`src/rtl/operand_entry_pkg.sv`:
```
// Shared definitions for the operand entry block: entry states and the
// default operand length and key synchronizer depth.
package operand_entry_pkg;

    // Entry state: EMPTY holds no digits, ENTRY holds 1..DIGITS digits,
    // LOCKED holds a finished operand until the consumer acknowledges it.
    typedef enum logic [1:0] {
        EMPTY  = 2'd0,
        ENTRY  = 2'd1,
        LOCKED = 2'd2
    } entry_state_e;

    localparam int DEF_DIGITS      = 8;
    localparam int DEF_SYNC_STAGES = 2;

endpackage : operand_entry_pkg

```
`src/rtl/operand_entry_key_edge_sync.sv`:
```
// Brings one asynchronous pushbutton into the clk domain through a
// SYNC_STAGES-deep flop chain and produces a one-cycle press pulse for each
// low-to-high transition of the synchronized level.
module key_edge_sync #(
    parameter int SYNC_STAGES = 2
) (
    input  logic clk,
    input  logic reset,
    input  logic key,
    output logic press
);

    logic [SYNC_STAGES-1:0] sync_d;
    logic [SYNC_STAGES-1:0] sync_q;
    logic                   prev_d;
    logic                   prev_q;

    // Next values: shift the raw key into the chain, remember the last level.
    always_comb begin
        sync_d = {sync_q[SYNC_STAGES-2:0], key};
        prev_d = sync_q[SYNC_STAGES-1];
    end

    // Synchronizer and edge-detect registers; reset clears them so a key held
    // through reset is seen as a fresh rising edge after release.
    always_ff @(posedge clk) begin
        if (reset) begin
            sync_q <= {SYNC_STAGES{1'b0}};
            prev_q <= 1'b0;
        end else begin
            sync_q <= sync_d;
            prev_q <= prev_d;
        end
    end

    // The pulse depends only on flops, so it is glitch-free and is committed
    // by the consumer on the edge that follows it.
    assign press = sync_q[SYNC_STAGES-1] & ~prev_q;

endmodule : key_edge_sync

```
`src/rtl/operand_entry.sv`:
```
// Hex operand entry from switches and pushbuttons. Digits shift in from the
// right, enter locks the operand, ack or clear releases it.
// Optional backspace key is compiled in with OPERAND_ENTRY_BACKSPACE_EN.
module operand_entry
    import operand_entry_pkg::*;
#(
    parameter int DIGITS      = DEF_DIGITS,
    parameter int SYNC_STAGES = DEF_SYNC_STAGES
) (
    input  logic                        clk,
    input  logic                        reset,
    input  logic [3:0]                  digit,
    input  logic                        digit_key,
    input  logic                        enter_key,
    input  logic                        clear_key,
`ifdef OPERAND_ENTRY_BACKSPACE_EN
    input  logic                        back_key,
`endif
    input  logic                        ack,
    output logic [4*DIGITS-1:0]         operand,
    output logic [$clog2(DIGITS+1)-1:0] digit_count,
    output logic                        full,
    output logic                        valid
);

    localparam int W  = 4 * DIGITS;
    localparam int CW = $clog2(DIGITS + 1);

    localparam logic [CW-1:0] DIGITS_C = CW'(DIGITS);
    localparam logic [CW-1:0] ONE_C    = CW'(1);

    logic digit_press_s;
    logic enter_press_s;
    logic clear_press_s;
`ifdef OPERAND_ENTRY_BACKSPACE_EN
    logic back_press_s;
`endif

    entry_state_e  state_d;
    entry_state_e  state_q;
    logic [W-1:0]  operand_d;
    logic [W-1:0]  operand_q;
    logic [CW-1:0] count_d;
    logic [CW-1:0] count_q;
    logic          full_d;
    logic          full_q;
    logic          valid_d;
    logic          valid_q;

    key_edge_sync #(.SYNC_STAGES(SYNC_STAGES)) u_digit_sync (
        .clk   (clk),
        .reset (reset),
        .key   (digit_key),
        .press (digit_press_s)
    );

    key_edge_sync #(.SYNC_STAGES(SYNC_STAGES)) u_enter_sync (
        .clk   (clk),
        .reset (reset),
        .key   (enter_key),
        .press (enter_press_s)
    );

    key_edge_sync #(.SYNC_STAGES(SYNC_STAGES)) u_clear_sync (
        .clk   (clk),
        .reset (reset),
        .key   (clear_key),
        .press (clear_press_s)
    );

`ifdef OPERAND_ENTRY_BACKSPACE_EN
    key_edge_sync #(.SYNC_STAGES(SYNC_STAGES)) u_back_sync (
        .clk   (clk),
        .reset (reset),
        .key   (back_key),
        .press (back_press_s)
    );
`endif

    // Next-state logic: one event per cycle, clear > ack > enter > back > digit.
    always_comb begin
        state_d   = state_q;
        operand_d = operand_q;
        count_d   = count_q;
        if (clear_press_s) begin
            state_d   = EMPTY;
            operand_d = {W{1'b0}};
            count_d   = {CW{1'b0}};
        end else if (ack && (state_q == LOCKED)) begin
            state_d   = EMPTY;
            operand_d = {W{1'b0}};
            count_d   = {CW{1'b0}};
        end else if (enter_press_s) begin
            // Only a partially or fully entered operand can be locked.
            case (state_q)
                ENTRY:   state_d = LOCKED;
                default: state_d = state_q;
            endcase
`ifdef OPERAND_ENTRY_BACKSPACE_EN
        end else if (back_press_s) begin
            case (state_q)
                ENTRY: begin
                    operand_d = {4'h0, operand_q[W-1:4]};
                    count_d   = count_q - ONE_C;
                    if (count_q == ONE_C) begin
                        state_d = EMPTY;
                    end else begin
                        state_d = ENTRY;
                    end
                end
                default: state_d = state_q;
            endcase
`endif
        end else if (digit_press_s) begin
            // A full operand silently refuses further digits.
            case (state_q)
                EMPTY, ENTRY: begin
                    if (count_q < DIGITS_C) begin
                        operand_d = {operand_q[W-5:0], digit};
                        count_d   = count_q + ONE_C;
                        state_d   = ENTRY;
                    end else begin
                        state_d   = state_q;
                    end
                end
                default: state_d = state_q;
            endcase
        end else begin
            state_d = state_q;
        end
        full_d  = (count_d == DIGITS_C);
        valid_d = (state_d == LOCKED);
    end

    // State and output registers; every output comes straight from a flop.
    always_ff @(posedge clk) begin
        if (reset) begin
            state_q   <= EMPTY;
            operand_q <= {W{1'b0}};
            count_q   <= {CW{1'b0}};
            full_q    <= 1'b0;
            valid_q   <= 1'b0;
        end else begin
            state_q   <= state_d;
            operand_q <= operand_d;
            count_q   <= count_d;
            full_q    <= full_d;
            valid_q   <= valid_d;
        end
    end

    assign operand     = operand_q;
    assign digit_count = count_q;
    assign full        = full_q;
    assign valid       = valid_q;

endmodule : operand_entry

```
`config.mk`:
```
export PLATFORM = sky130hd
export DESIGN_NAME = operand_entry
export DESIGN_NICKNAME = d
export VERILOG_FILES = /design/src/rtl/operand_entry_pkg.sv /design/src/rtl/operand_entry_key_edge_sync.sv /design/src/rtl/operand_entry.sv
export SDC_FILE = /design/constraint.sdc
export NUM_CORES = 1
export LEC_CHECK = 0
export ABC_AREA = 1
export CELL_PAD_IN_SITES_DETAIL_PLACEMENT = 0
export CELL_PAD_IN_SITES_GLOBAL_PLACEMENT = 1
export CORE_MARGIN = 10
export CORE_UTILIZATION = 36
export CTS_CLUSTER_SIZE = 28
export DETAILED_ROUTE_END_ITERATION = 16
export HOLD_SLACK_MARGIN = 0.12
export PLACE_DENSITY_LB_ADDON = 0.25
export SYNTH_ARGS = -nofsm -noshare
export SYNTH_HDL_FRONTEND = slang
export SYNTH_HIERARCHICAL = 1
export SYNTH_SLANG_ARGS = --single-unit
```
`constraint.sdc`:
```
create_clock -name clk -period 1.85 [get_ports clk]
set_input_delay 0.555 -clock clk [delete_from_list [all_inputs] [get_ports clk]]
set_output_delay 0.555 -clock clk [all_outputs]
set_load 0.005 [all_outputs]
```
== Word level (Yosys, flattened, before mapping) ==
Index checks and enable logic that the tools add are counted.

* Magnitude comparators: 1
* Mux-type cells: 13
* Eq/ne operators: 4
* Bitwise gates (word level): 7
* Add/sub/neg operators: 1
* Reductions and logical operators: 5

{| class="wikitable"
|+ Operators by type and width
! cell !! count
|-
| 4-bit two-way mux || 6
|-
| 2-bit two-way mux || 7
|-
| 4-bit by 1-bit adder with 4-bit output, second input constant || 1
|-
| 2-bit equality test, second input constant || 2
|-
| 4-bit equality test, second input constant || 1
|-
| 4-bit less-than comparator, second input constant || 1
|-
| 1-bit NOT || 4
|-
| 4-bit AND reduction || 1
|-
| 1-bit bitwise AND || 3
|-
| 3-bit OR reduction || 1
|-
| 2-bit by 1-bit equality test with 1-bit output, second input constant || 1
|-
| 2-bit logical NOT || 1
|-
| 2-bit OR reduction || 1
|-
| 1-bit logical AND || 1
|}

* Word-level logic and storage cells: 42
* Flip-flop bits (word level): 49

== Logic depth before layout (Yosys ltp) ==
* Word-level depth: 8
* Mapped depth: 9
* Depth with buffers taken out: 9

== Cells and area by module ==
Netlist, hierarchy kept.

{| class="wikitable"
|+ By module, submodules not included
! module !! instances !! cells each !! area an instance (um^2)
|-
| operand_entry || 1 || 189 || 1,485.2
|-
| key_edge_sync || 3 || 10 || 86.3
|}

== Worst setup path after synthesis ==
No wires, ideal clock.

* Path kind: reg2reg
* From: register u_enter_sync.sync_q[1]
* To: register operand_q[29] (netlist: operand[29])
* Clock period less this slack: 1,181 ps
* Arrival time: 1,061 ps
* Slack: 669 ps
* Setup time: 120 ps
* Buffers on the path: 1
* Data required time: 1,730 ps
* Stages on the path, launching flop included: 9
* Path through: dfxtp_1 > inv_1 > nor2_1 > nor2_4 > nand2_4 > clkinv_2 > buf_6 > nand2_1 > a21oi_1

* Cells in the longest elaborated chain, start to end: 3

{| class="wikitable"
|+ Ends and longest elaborated chain
! what !! line !! text
|-
| start, declared || operand_entry_key_edge_sync.sv:14 || <nowiki>logic [SYNC_STAGES-1:0] sync_q;</nowiki>
|-
| start signal, assigned || operand_entry_key_edge_sync.sv:28 || <nowiki>sync_q <= {SYNC_STAGES{1'b0}};</nowiki>
|-
| start signal, assigned || operand_entry_key_edge_sync.sv:31 || <nowiki>sync_q <= sync_d;</nowiki>
|-
| 1-bit bitwise AND || operand_entry_key_edge_sync.sv:38 || <nowiki>assign press = sync_q[SYNC_STAGES-1] & ~prev_q;</nowiki>
|-
| via enter_press_s || operand_entry.sv:33 || <nowiki>logic enter_press_s;</nowiki>
|-
| 1-bit NOT (no source line) || n/a ||
|-
| 4-bit AND reduction (no source line) || n/a ||
|-
| end signal, assigned || operand_entry.sv:139 || <nowiki>operand_q <= {W{1'b0}};</nowiki>
|-
| end signal, assigned || operand_entry.sv:145 || <nowiki>operand_q <= operand_d;</nowiki>
|-
| end, declared || operand_entry.sv:42 || <nowiki>logic [W-1:0] operand_q;</nowiki>
|}

The timed path passes the listed nets, and every way through them passes these cells.
A chain may end at the register's enable or synchronous reset.

== Worst setup path after layout ==
* From: register count_q[3] (netlist: digit_count[3])
* To: output digit_count[3]

{| class="wikitable"
|+ RTL lines
! what !! line !! text
|-
| start, declared || operand_entry.sv:44 || <nowiki>logic [CW-1:0] count_q;</nowiki>
|-
| start signal, assigned || operand_entry.sv:140 || <nowiki>count_q <= {CW{1'b0}};</nowiki>
|-
| start signal, assigned || operand_entry.sv:146 || <nowiki>count_q <= count_d;</nowiki>
|-
| end, declared || operand_entry.sv:21 || <nowiki>output logic [$clog2(DIGITS+1)-1:0] digit_count,</nowiki>
|}

No word-level cell between the ends.

==> impl_metrics.toml <==
[clock_network]
clock_latency_ns = 0.30
cts_setup_buffers = 0
hold_buffers = 0
root_buffer = "clkbuf_8"
cts_tree = "done"
clk_pin_slew_worst_paths_ns = 0.08
cts_resized = 0
clock_sinks = 49
numCtsBuffers = 5
cts_max_level = 2
cts_buffer_depth = 2

[grt]
antenna_found_initial = 0
grt.overflow.total = 0
grt_first_pass_wirelength_um = 6020
first_global_vias = 1307
grt_max_degree = 35
globalRouteTotalUtil_pct = 9.58

[critical_path]
cp_cell_sequence = "clkdlybuf4s50_1"
r2r-start = "u_enter_sync/sync_q[1]"
critPathMaxFanout = 3
arrival_ns = 1.23
reg2reg_depth = 7
worst_path_largest_cell_delay_ns = 0.53
slowest_stage = "clkdlybuf4s50_1"
cp-end-kind = "primary output"
crit_buf_inv = 1
rr_endpoint = "operand[30]"
path_class = "reg2out"
worst_ep_required_time_ns = 1.29
start_kind = "register"
worst-r2r-setup-slack_ns = 0.26
cp_top_family = "buffers and inverters"

[place]
gp_congestion = 0.733
dp_hpwl_um = 2560
io_buffer_count = 47
pre_cts_ws_ns = 0.188
dpl-instance-area_mm2 = 0.00227

[logic_synthesis]
synth-edff-count = 0
avgSynthCellArea_um2 = 7.96
synth_top_area_share_pct = 56.2
async_flop_share_pct = 0
yosysMostFrequentCell = "nand2_1"
seq_area_frac_synth_pct = 56.2
syn_nets = 230
synth_common_cells = "75 x nand2_1, 49 x dfxtp_1, 36 x a21oi_1"
yosysTopAreaCell = "dfxtp_1"
ys_types = 17
ys_warn_count = 6
synth_area_mm2 = 0.00174
ys_seq_elements = 49
synthCells = 219
netlist_top_cells_area = "dfxtp_1 56%, nand2_1 16%, a21oi_1 10%, inv_1 3.9%, nor2_1 3.9%"
synthFlopType = "dfxtp_1"

[floorplan]
num_rows = 25
dieArea_mm2 = 0.00803
start_util_pct = 36.9
die_h_um = 89.6
fp.dieW_um = 89.6
fp.coreArea_mm2 = 0.00472
io_pins = 48

[route]
met3_length_um = 388
routed_via_density = 4.34
drt-total-wl_um = 3820
dr.pass1.iters = 4
post-route-drc-count = 0
wl_per_cell_um = 11.4
drt_iter0_drc = 86
wl_met2_um = 1540
ant_nets = 0
highest_layer = "met4"
num_vias = 1455
wl_met1_um = 1830

[sta]
fin_crit_sh_pct = 96.3
worst_slew_pin_slew_ns = 0.441
fmax_mhz = 561
layout_setup_ws_ns = 0.0676
maxSlewHeadroom_pct = 70.6
finClkSkew_ns = 0.00949
rsz0062_at_grt = "no"
min_period_ns = 1.78
finalHoldViolations = 0
finalSetupViolCount = 0
drv_slew = 0
finalSetupTns_ns = 0
holdWs_ns = 0.402

[layout]
seq_area_um2 = 981
multi_input_area_um2 = 627
n_fill_cell = 484
fin_nets = 278
num_antenna_cells = 0
drive_gt1_share_pct = 5.60
finalInstanceArea_mm2 = 0.00235
area_growth_pct = 34.9

[hold_path]
hold_path.class = "reg2reg"
min_from = "u_digit_sync/sync_q[0]"
min_to = "u_digit_sync/sync_q[1]"
whs_path_depth = 2

[flow_run]
drv_cap = 0

[power]
power.density_mw_per_mm2 = 758
leakagePower_nw = 0.841
ir_worst_vdd_mv = 0.433
p_total_mw = 1.78

[outcome]
outcome = "finished, final reports clean"
-- where the power goes --
part / total [mW] / internal (mW) / switching (mW)
Sequential: 1.07 / 1.07 / 0.00710
Combinational: 0.111 / 0.0475 / 0.0636
Clock: 0.597 / 0.263 / 0.334
-- kinds of logic (layout without fill, tap and decap cells) --
family	count (synthesis)	count (layout)	synth area share [%]
flip-flops	49	49	56.2
buffers and inverters	28	77	7.82
AND/OR/NAND/NOR	104	104	24.6
AO/OA/AOI/OAI	37	37	10.6
adder cells (fa/ha/maj)	1	1	0.717
-- per-stage QoR --
stage | utilization, % | cells
after floorplan | - | 219
after global placement | 48.1 | 327
after detailed placement | 48.1 | 327
after CTS | 49.8 | 335
after global routing | 49.8 | 335
final | 49.8 | 335
-- cell type report --
type                            instances  area share (%)
Sequential cell                        49            41.7
Multi-Input combinational cell        142            26.6
Timing Repair Buffer                   50            21.5
Tap cell                               67            3.56
Clock buffer                            6            3.09
Inverter                               19            3.09
Clock inverter                          2           0.426
-- flip-flops by register name (all words and copies together), names as in the netlist, 2 cells and up --
signal               flops
u_enter_sync/sync_q      2
digit_count              4
u_clear_sync/sync_q      2
u_digit_sync/sync_q      2
state_q                  2
operand                 32
-- worst max path at each step --
stage | from | to | slack [ns] | depth (start not counted)
2_1_floorplan | u_enter_sync/sync_q[1] | operand[29] | 0.67 | 8
3_3_place_gp | ack | digit_count[0] | 0.18 | 5
3_5_place_dp | ack | operand[7] | 0.19 | 5
4_1_cts | digit_count[3] | digit_count[3] | 0.04 | 1
5_1_grt | digit_count[3] | digit_count[3] | 0.003 | 1
6_report | digit_count[3] | digit_count[3] | 0.07 | 1
-- metal layers --
metal / up-vias / track usage [%]
met4: 0 / 4.77
met2: 36 / 13.4
met3: 5 / 4.87
li1: 779 / -
met1: 635 / 11.8
met5: - / 0
-- layout by cell type (no fill, tap or decap), types with 2 or more instances in the layout --
cell             count
nor2_1              18
nand3_1              4
clkbuf_8             5
nor2_4               2
buf_4                2
a21oi_1             36
clkinv_2             3
clkdlybuf4s50_1     47
nand2_1             75
inv_1               18
dfxtp_1             49
No activity file was read; power rests on OpenSTA's default activity.
==> RTL change 1, RTL diff (same settings) <==
Add an input register stage for `enter_key`; this delays it by one clock. The other inputs are not delayed to match.
--- a/src/rtl/operand_entry.sv
+++ b/src/rtl/operand_entry.sv
@@ -31,2 +31,8 @@
 
+    logic enter_key_q;
+
+    always_ff @(posedge clk) begin
+        enter_key_q <= enter_key;
+    end
+
     logic digit_press_s;
@@ -59,3 +65,3 @@
         .reset (reset),
-        .key   (enter_key),
+        .key   (enter_key_q),
         .press (enter_press_s)
Check against the original RTL: not equivalent (Yosys sat finds a counterexample within 4 cycles, from zero or initial values and one cycle with reset high).
==> RTL change 1 against the original RTL <==
Setup slack worse by 1.5 ps; area after synthesis increased by 1.1%; sequential cell count increased by 1; non-clock buffer count rose by 2; register-to-register slack better by 130 ps; power rose by 4.2%; routed wire length is 1.1% higher; final area up 2.1%; count of clock-buffer cells in the layout unchanged; highest routed layer unchanged.
==> RTL change 1: results (changes against the original RTL) <==
run status - finished, final reports clean
largest net degree at the start of global routing - 33 (-5.7%)
Pleak - 0.862 nW (+2.4%)
share of cells above drive strength 1 - 7.01% (+1.4 points)
max reg flops - 32 (unchanged)
Synth Area in Compound Gates - 10.5% (-0.12 points)
Initial DRC Count - 81 (-5.8%)
vias per cell - 4.33 (-0.41%)
Place WS - 163 ps (-25.8 ps)
Worst Hold End - u_clear_sync/sync_q[1]
reg-to-reg critical path endpoint - operand[25]
Filler Cell Count - 474 (-2.1%)
H-tree depth - 2 (unchanged)
Total Routing Usage GR - 9.87% (+0.28 points)
Max IR drop VDD - 401 uV (-7.3%)
Reg2Reg Depth - 8 (+1)
wire per inst - 11.4 um (+0.23%)
clock power share - 34.7% (+1.2 points)
Slew @ Worst Pin - 312 ps (-130 ps)
vias in the first global route - 1432 (+9.6%)
Seq/Total Area, Yosys - 56.7% (+0.50 points)
Adder-Cell Fraction of Synth Area - 0.709% (-0.0081 points)
clk_skew - 5.97 ps (-3.52 ps)
DP Cell Count - 330 (+0.92%)
syn_nets - 231 (+0.43%)
syn_area_per_cell - 8.02 um^2 (+0.69%)
worst hold slack - 408 ps (+6.04 ps)
largest cells by area after synthesis - dfxtp_1, nand2_1, a21oi_1, inv_1, nor2_1
placed cell area - 2300 um^2 (+1.5%)
NetSw - 0.000416 W (+2.7%)
final net count - 281 (+1.1%)
Reg2Reg Setup Slack - 390 ps (+130 ps)
HPWL Detailed - 2740 um (+7.0%)
most frequent cells after synthesis - nand2_1, dfxtp_1, a21oi_1
Sw Share - 22.4% (-0.33 points)
-- RTL change 1: final cells by class --
| type | count | area [um^2] | area share, % |
|---|---|---|---|
| Sequential cell | 50 | 1000 | 41.7 |
| Multi-Input combinational cell | 142 | 627 | 26.1 |
| Timing Repair Buffer | 52 | 520 | 21.7 |
| Tap cell | 67 | 83.8 | 3.49 |
| Clock buffer | 6 | 82.6 | 3.44 |
| Inverter | 19 | 73.8 | 3.07 |
| Clock inverter | 2 | 12.5 | 0.521 |
-- RTL change 1: cell families after synthesis --
family,Yosys count
DFF,50
adders and majority gates,1
AOI/OAI and AO/OA,37
buffers and inverters,28
and+or+nand+nor,104
-- RTL change 1: repair_timing --
item,CTS,global route
setup buffers,0,0
gates resized for setup,0,2
endpoints found under the setup margin,0,11
-- RTL change 1: metal layers --
layer,global-route usage (%),routed length (um),up-vias
met4,3.18,25,0
li1,-,-,787
met5,0,0,-
met1,11.8,1870,634
met3,5.32,354,2
met2,14.7,1610,39
==> RTL change 2, RTL diff (config.mk and constraints unchanged) <==
Made on the original files. The option `OPERAND_ENTRY_BACKSPACE_EN` is turned on by a define.
--- a/src/rtl/operand_entry.sv
+++ b/src/rtl/operand_entry.sv
@@ -3,2 +3,4 @@
 // Optional backspace key is compiled in with OPERAND_ENTRY_BACKSPACE_EN.
+`define OPERAND_ENTRY_BACKSPACE_EN
+
 module operand_entry
Interface: changed (added back_key); port bits go from 48 to 49. No check against the original RTL was run, so the function may have changed too.
==> RTL change 2 against the original RTL <==
Sequential cell count grew 3; combinational power grew to 3.3 times the old value; final area grew 22%; routed wire length grew 40%; non-clock buffer count grew 8; critical endpoint is now operand[19]; area after synthesis grew 26%; power grew 28%; setup slack lost 20 ps; count of clock-buffer cells in the layout grew 1; largest power group unchanged; largest cell class unchanged; highest routed layer unchanged.
==> RTL change 2: results (changes against the original RTL) <==
run status - finished, final reports clean
Bufs on Longest Clock Path - 2 (unchanged)
Filler Cell Count - 599 (+24%)
drt first pass iters - 4 (unchanged)
number of max-cap violations - 0 (unchanged)
placed cell area - 2770 um^2 (+22%)
diode count - 0 (unchanged)
area delta synth->final - 30.6%
Cells after Synth - 294 (+34%)
clk_skew - 4.75 ps (-4.74 ps)
Pleak - 1.07 nW (+27%)
Initial DRC Count - 77 (-10%)
largest cells by area after synthesis - dfxtp_1, nand2_1, a31oi_1, o21ai_1, inv_1
CTS clk-pin slew, worst paths - 90 ps
Place WS - 17.7 ps (-171 ps)
Seq/Total Area, Yosys - 47.4% (-8.9 points)
most frequent cells after synthesis - nand2_1, dfxtp_1, inv_1, nor2_1, o21ai_1
Max Freq - 555 MHz (-1.1%)
global-route wire length before repair - 9130 um (+52%)
Via Count - 2017 (+39%)
NetSw - 0.000607 W (+50%)
max reg flops - 32 (unchanged)
Final Wtd Congestion - 0.742 (+1.3%)
post-CTS setup buffers - 0 (unchanged)
Synth warnings - 6 (unchanged)
PostCTS Resize Cnt - 3 (+3)
Slowest-stage cell, CP - clkdlybuf4s50_1
ys async rst share - 0% (unchanged)
HPWL Detailed - 3860 um (+51%)
CP Max Fanout - 4 (+1)
Slew HR - 77.6% (+7.0 points)
largest net degree at the start of global routing - 45 (+29%)
Max IR drop VDD - 397 uV (-8.4%)
final net count - 358 (+29%)
HP Class - flip-flop to flip-flop
Num CTS Buffers - 5 (unchanged)
Yosys cell types - 26 (+9)
wire per inst - 12.7 um (+11%)
syn_nets - 308 (+34%)
CTS Root Cell - clkbuf_8
antenna violations before repair - 0 (unchanged)
share of cells above drive strength 1 - 10.1% (+4.5 points)
worst hold slack - 407 ps (+5.34 ps)
CP peak stage delay - 530 ps (about the same)
CP top delay family - buffers and inverters
H-tree depth - 2 (unchanged)
DP Cell Count - 412 (+26%)
IO Port Bufs - 48 (+2.1%)
Worst-Skew Late Latency - 300 ps (about the same)
Finished Layout Cells - 420 (+25%)
Total Routing Usage GR - 11.1% (+1.5 points)
critical path data arrival time - 1250 ps (+20 ps)
Reg2Reg Setup Slack - 270 ps
## RTL change 2: layout make-up
cell class | instances | area share (%)
clock inverter | 1 | 0.262
sequential | 52 | 36.5
inverter | 33 | 4.66
timing repair buffer | 58 | 19.8
tap | 75 | 3.27
clock buffer | 7 | 3.01
multi-input combinational | 194 | 32.5
## RTL change 2: metal layers
metal / up-vias / share of wire [%] / global-route usage (%)
met5: - / 0 / 0
met3: 5 / 6.1 / 3.81
li1: 1062 / - / -
met4: 0 / 0.92 / 3.69
met1: 907 / 46 / 12.6
met2: 43 / 47 / 18.8
## RTL change 2: path summary, 6_finish.rpt
path | start | cells after the start | endpoint
worst min register to register | u_clear_sync/sync_q[0] | 2 | u_clear_sync/sync_q[1]
worst max-delay path | operand[19] | 1 | operand[19]
worst min-delay path | u_clear_sync/sync_q[0] | 2 | u_clear_sync/sync_q[1]
worst max register to register | u_back_sync/sync_q[1] | 8 | operand[0]
## RTL change 2: tightest hold or removal path: cells and delay by family, from the launching register on
kind                   cells  cell delay, ps
DFF                        1             310
buffers and inverters      1              40
and+or+nand+nor            1              30
## RTL change 2: cells by family (layout without fill, tap and decap cells)
logic type / Yosys count / count (layout) / share of synthesized area (%)
flops: 52 / 52 / 47.4
mux: 1 / 1 / 0.456
buf+inv: 48 / 99 / 10.3
compound gates: 76 / 76 / 19.0
simple gates: 114 / 114 / 21.2
fa+ha+maj: 3 / 3 / 1.71
## RTL change 2: power by group through the flow
| stage | clock, W | combinational, W | sequential [W] |
|---|---|---|---|
| floorplan | 0 | 0.000199 | 0.00126 |
| global placement | 0 | 0.000368 | 0.00126 |
| detailed placement | 0 | 0.000371 | 0.00127 |
| CTS | 0.000702 | 0.000373 | 0.00124 |
| global route | 0.000749 | 0.000421 | 0.00125 |
| finish | 0.000674 | 0.000368 | 0.00124 |
